[src/rtl/btb_predictor_param.sv]
// Direct-mapped BTB with bimodal or gshare direction counters and saturating branch statistics.
// Lookup and mispredict recovery are combinational; all state updates are gated by memory_stall.
module btb_predictor_param #(
  parameter int PC_W    = 32,
  parameter int ENTRIES = 16,
  parameter int CNT_W   = 2,
  parameter int MODE    = 0,
  parameter int GHR_W   = 4,
  parameter int STAT_W  = 16
) (
  input  logic              clk,
  input  logic              rst,
  input  logic              memory_stall,
  input  logic [PC_W-1:0]   instructionPC_1,
  output logic              taken,
  output logic [PC_W-1:0]   branchPC,
  output logic              flush,
  input  logic [PC_W-1:0]   instructionPC_3,
  input  logic              is_branchInst_3,
  input  logic              taken_3,
  input  logic              prev_taken_3,
  input  logic [PC_W-1:0]   target_3,
  output logic [STAT_W-1:0] branch_cnt,
  output logic [STAT_W-1:0] mispredict_cnt
);
  localparam int IDX_W = $clog2(ENTRIES);
  localparam int TAG_W = PC_W - IDX_W - 2;
  localparam logic [CNT_W-1:0] CNT_MAX = {CNT_W{1'b1}};
  localparam logic [CNT_W-1:0] CNT_WT  = CNT_W'(1 << (CNT_W - 1));
  localparam logic [CNT_W-1:0] CNT_WNT = CNT_W'((1 << (CNT_W - 1)) - 1);
  localparam logic [STAT_W-1:0] STAT_MAX = {STAT_W{1'b1}};

  logic             valid_q [ENTRIES];
  logic [TAG_W-1:0] tag_q   [ENTRIES];
  logic [PC_W-1:0]  tgt_q   [ENTRIES];

  logic [IDX_W-1:0] idx_1, idx_3;
  logic [TAG_W-1:0] tag_1, tag_3;
  logic             hit_1, hit_3, upd;
  logic [CNT_W-1:0] cnt_1;
  logic [PC_W-1:0]  recovery;
  logic [STAT_W-1:0] branch_cnt_q, branch_cnt_d, mispredict_cnt_q, mispredict_cnt_d;
  logic             unused_bits;

  function automatic logic [CNT_W-1:0] sat_step(input logic [CNT_W-1:0] c, input logic up);
    if (up) return (c == CNT_MAX) ? c : c + 1'b1;
    return (c == '0) ? c : c - 1'b1;
  endfunction

  assign idx_1 = instructionPC_1[IDX_W+1:2];
  assign tag_1 = instructionPC_1[PC_W-1:IDX_W+2];
  assign idx_3 = instructionPC_3[IDX_W+1:2];
  assign tag_3 = instructionPC_3[PC_W-1:IDX_W+2];
  assign hit_1 = valid_q[idx_1] && (tag_q[idx_1] == tag_1);
  assign hit_3 = valid_q[idx_3] && (tag_q[idx_3] == tag_3);
  assign upd   = !memory_stall && is_branchInst_3;

  assign unused_bits = ^{instructionPC_1[1:0], instructionPC_3[1:0], hit_3};

  assign flush    = is_branchInst_3 && (taken_3 != prev_taken_3);
  assign recovery = taken_3 ? target_3 : instructionPC_3 + PC_W'(4);
  assign taken    = hit_1 && cnt_1[CNT_W-1];
  assign branchPC = flush ? recovery : tgt_q[idx_1];

  always_ff @(posedge clk) begin
    if (rst) begin
      for (int i = 0; i < ENTRIES; i++) valid_q[i] <= 1'b0;
    end else if (upd && taken_3) begin
      valid_q[idx_3] <= 1'b1;
    end
  end

  // A taken resolve either refreshes a hit (tag unchanged) or allocates over the slot.
  always_ff @(posedge clk) begin
    if (!rst && upd && taken_3) begin
      tag_q[idx_3] <= tag_3;
      tgt_q[idx_3] <= target_3;
    end
  end

  if (MODE == 0) begin : g_bimodal
    logic [CNT_W-1:0] cnt_q [ENTRIES];
    logic [CNT_W-1:0] cnt_d;

    assign cnt_1 = cnt_q[idx_1];

    always_comb begin
      cnt_d = CNT_WT;
      if (hit_3) cnt_d = sat_step(cnt_q[idx_3], taken_3);
    end

    always_ff @(posedge clk) begin
      if (rst) begin
        for (int i = 0; i < ENTRIES; i++) cnt_q[i] <= CNT_WNT;
      end else if (upd && (hit_3 || taken_3)) begin
        cnt_q[idx_3] <= cnt_d;
      end
    end
  end else begin : g_gshare
    logic [CNT_W-1:0] pht_q [ENTRIES];
    logic [GHR_W-1:0] ghr_q, ghr_d;
    logic [IDX_W-1:0] pidx_1, pidx_3;

    assign pidx_1 = idx_1 ^ IDX_W'(ghr_q);
    assign pidx_3 = idx_3 ^ IDX_W'(ghr_q);
    assign cnt_1  = pht_q[pidx_1];
    assign ghr_d  = GHR_W'({ghr_q, taken_3});

    always_ff @(posedge clk) begin
      if (rst) begin
        for (int i = 0; i < ENTRIES; i++) pht_q[i] <= CNT_WNT;
        ghr_q <= '0;
      end else if (upd) begin
        pht_q[pidx_3] <= sat_step(pht_q[pidx_3], taken_3);
        ghr_q         <= ghr_d;
      end
    end
  end

  always_comb begin
    branch_cnt_d     = branch_cnt_q;
    mispredict_cnt_d = mispredict_cnt_q;
    if (upd) begin
      if (branch_cnt_q != STAT_MAX) branch_cnt_d = branch_cnt_q + 1'b1;
      if (flush && mispredict_cnt_q != STAT_MAX) mispredict_cnt_d = mispredict_cnt_q + 1'b1;
    end
  end

  always_ff @(posedge clk) begin
    if (rst) begin
      branch_cnt_q     <= '0;
      mispredict_cnt_q <= '0;
    end else begin
      branch_cnt_q     <= branch_cnt_d;
      mispredict_cnt_q <= mispredict_cnt_d;
    end
  end

  assign branch_cnt     = branch_cnt_q;
  assign mispredict_cnt = mispredict_cnt_q;
endmodule

[config.mk]
export PLATFORM = sky130hd
export DESIGN_NAME = btb_predictor_param
export DESIGN_NICKNAME = d
export VERILOG_FILES = /design/src/rtl/btb_predictor_param.sv
export SDC_FILE = /design/constraint.sdc
export NUM_CORES = 1
export LEC_CHECK = 0
export BUFFER_PORTS_ARGS = -buffer_cell sky130_fd_sc_hd__buf_4
export CAP_MARGIN = 20
export CORE_MARGIN = 5
export CORE_UTILIZATION = 25
export CTS_BUF_LIST = sky130_fd_sc_hd__clkbuf_16
export CTS_CLUSTER_DIAMETER = 60
export DETAILED_ROUTE_END_ITERATION = 10
export HOLD_SLACK_MARGIN = 0.06
export PLACE_DENSITY = 0.48
export SKIP_LAST_GASP = 1
export SYNTH_ARGS = -nofsm -noshare
export SYNTH_HDL_FRONTEND = slang
export SYNTH_SLANG_ARGS = --single-unit
[constraint.sdc]
create_clock -name clk -period 4.8 [get_ports clk]
set_clock_uncertainty 0.05 [all_clocks]
set_input_delay 0.24 -clock clk [delete_from_list [all_inputs] [get_ports clk]]
set_output_delay 0.24 -clock clk [all_outputs]
set_load 0.005 [all_outputs]
==> metrics <==
Compound-Gate Fraction of Synth Area=3.104%; Peak VDD IR=0.2959 mV; via/cell ratio=4.839; count of cell types in the netlist=68; Syn Inst Count=2353; fin crit period=4.096 ns; vias in the first global route=25680; Skew-Pair Late Insertion Delay=0.77 ns; Area after DPL=0.04906 mm2; overall die width=431.9 um; Hold Crit Start=is_branchInst_3; via count=24680; Data arrival, critical path=3.81 ns; CTS buffer count=118; Crit. Startpoint=instructionPC_3[9]; H-tree Lvls=3; syn avg cell area=18.91 um2; Die Span Y=431.9 um; IO Pins=168; Area growth syn-to-layout=20.23%; Synth Cell Area=0.04451 mm2; FF+latch area=0.02979 mm2; Core Region=0.1767 mm2; postcts setup bufs=0; final hold violation count=0; Worst Setup End Kind=output port; Pins Over Slew Limit=0; root buffer cell=clkbuf_16; Pwr Density=374.1 mW/mm2; starting DRC count in detailed routing=2405; clk slew on worst S/H paths=0.06 ns; pre-CTS WS=0.4697 ns; most common cell after layout, fill and taps aside=edfxtp_1; worst rel slew slack=22.41%; nets@finish=2765; GPL Wtd Cong=0.8341; yosys warns=0; fraction of layout cells with a size suffix above 1=32.05%; CTS sink count=1008; crit start category=input port; Async SR Flop Fraction=0%; Max Cap Viol=0; combinational family with the most area after synthesis=multiplexers; CTS tree=built; Starting Density=25.19%; area taken by multi-input logic gates=0.01397 mm2; global-route total usage across every layer=14.74%; final setup fails=0; per-cell routed wire length=27.49 um; Worst path slowest cell=nor4_1; drt pass-1 iters=7; Synth Register Bits=1008; std cell rows=154; Final TNS setup=0 ns; Final ANT Viol Nets=0; total chip power=20020 uW; Achievable Freq=0.2441 GHz; initial antenna violation count=18; Total Wirelength=140200 um; status=finished clean; fin crit share=85.34%; HP Class=in2reg; Synth Area in Adders=0.1687%; Max clock buf depth=3; IO Port Bufs=165; DRC Markers=0; die area=0.1866 mm2; setup slack after layout=0.7038 ns; Worst Tran Pin Value=1.164 ns; RSZ-0062 raised after global routing=no; DP HPWL=85870 um; Synth Area in Simple Gates=3.975%; mux contribution to synthesized area=21.87%; worst r2r src=tag_q[0][9]; Final Instance Area=0.05351 mm2; top_reg_cell synth=edfxtp_1; Critical Path, Cell by Cell=dlygate4sd3_1 -> buf_4 -> and4_1 -> nand4_1 -> nor4_1 -> nand3_1 -> nor2_1 -> xnor2_1 -> nor2_1 -> a21oi_1 -> o21ai_0 -> buf_4; CP peak stage delay=0.65 ns; Seq/Total Area, Yosys=66.93%; FILL cells=17180; Syn Nets=2461; Lkg Pwr=0.01715 uW; Hold WS=0.2458 ns; Post-synth EDFFs=960; most frequent cells in the layout=edfxtp_1 (960), mux4_2 (389), buf_4 (253); pin count of the biggest net entering global routing=78; global route total overflow=0; crit path kind=in2out; global-route wire length before repair=196800 um; xor-xnor portion of the synthesized cell area=1.988%; CP max FO=24; Req. time, crit path=4.51 ns
[layer usage]
| layer | wire length (um) | share of wire (%) | up-vias | GRT usage (%) |
|---|---|---|---|---|
| met5 | 53 | 0.038 | - | 0 |
| met4 | 3681 | 2.6 | 8 | 4.401 |
| met3 | 8317 | 5.9 | 186 | 2.887 |
| met2 | 67110 | 48 | 796 | 23.98 |
| met1 | 61050 | 44 | 13260 | 20.04 |
| li1 | - | - | 10430 | - |
[area by class of cell]
class                           instances  area share [%]
Multi-Input combinational cell       1174           26.10
Sequential cell                      1008           55.67
Tap cell                             2340           5.471
Inverter                               20          0.1403
Clock inverter                         99           1.599
Clock buffer                          119           5.565
Antenna cell                            5         0.02338
Timing Repair Buffer                  335           5.432
[stage by stage]
stage / util (%) / cells
final: 30.29 / 5100
after global routing: 30.28 / 5097
after CTS: 30.28 / 5095
after detailed placement: 27.77 / 4817
after global placement: 27.76 / 4816
after floorplan: - / 2353
[synthesized netlist by cell type (all sizes together) (3+ instances only)]
library cell	number	area (um2)
and3	5	31.28
a31oi	3	18.77
inv	18	67.56
o221a	3	33.78
a22o	4	35.03
a21oi	40	200.2
nor3	13	65.06
xnor2	46	402.9
nor2	118	468.0
o31a	3	26.28
and4	5	43.79
o22ai	10	62.56
nand3	32	160.2
xor2	55	481.7
mux2i	65	650.6
o21ai	78	390.4
a2111oi	4	35.03
mux4	394	8892
a21boi	4	30.03
a21o	17	127.6
and2	12	75.07
mux2	17	191.4
nor4	10	62.56
dfxtp	48	960.9
nand2	108	405.4
buf	70	494.2
nand4	36	225.2
or3	14	87.58
or2	5	31.28
ha	6	75.07
o221ai	5	43.79
nand2b	7	43.79
a211oi	4	30.03
a22oi	8	60.06
o211ai	6	45.04
nor2b	5	31.28
a221oi	8	70.07
edfxtp	960	28830
clkbuf	81	304.0
[sequential cells by signal (all words and copies together) (netlist names)]
register / cells
mispredict_cnt: 16
tgt_q: 512
tag_q: 416
g_bimodal.cnt_q: 32
valid_q: 16
branch_cnt: 16
[logic make-up (layout without fill, tap and decap cells)]
kind of cell | count (synthesis) | count (layout)
other | 0 | 5
adder cells (fa/ha/maj) | 6 | 6
buffers and inverters | 171 | 573
AND/OR/NAND/NOR | 375 | 375
multiplexers | 476 | 476
XOR/XNOR | 101 | 101
AO/OA/AOI/OAI | 216 | 216
flip-flops | 1008 | 1008
[final timing paths]
kind / end / slack (ns) / cells after the start
hold reg to reg: valid_q[11] / 0.43 / 1
setup reg to reg: g_bimodal.cnt_q[11][1] / 0.96 / 10
setup / recovery: branchPC[29] / 0.70 / 12
hold / removal: mispredict_cnt[0] / 0.25 / 5
[worst max-delay path, delay by kind of cell]
family / cells / cell delay (ns)
AO/OA/AOI/OAI: 2 / 0.41
XOR/XNOR: 1 / 0.12
buffers and inverters: 3 / 1.10
AND/OR/NAND/NOR: 6 / 1.92
[repair_timing]
action                                 CTS  global route
hold buffers                            60             0
endpoints found under the hold margin  960             0
gates resized for setup                  0             0
[power breakdown]
group	total, uW	leakage [uW]	switching (uW)	internal [uW]
sequential	9690	0.00906	19.7	9670
clock	8760	0.00197	3750	5020
combinational	1570	0.00613	896	670
(Power assumes the default switching activity.)
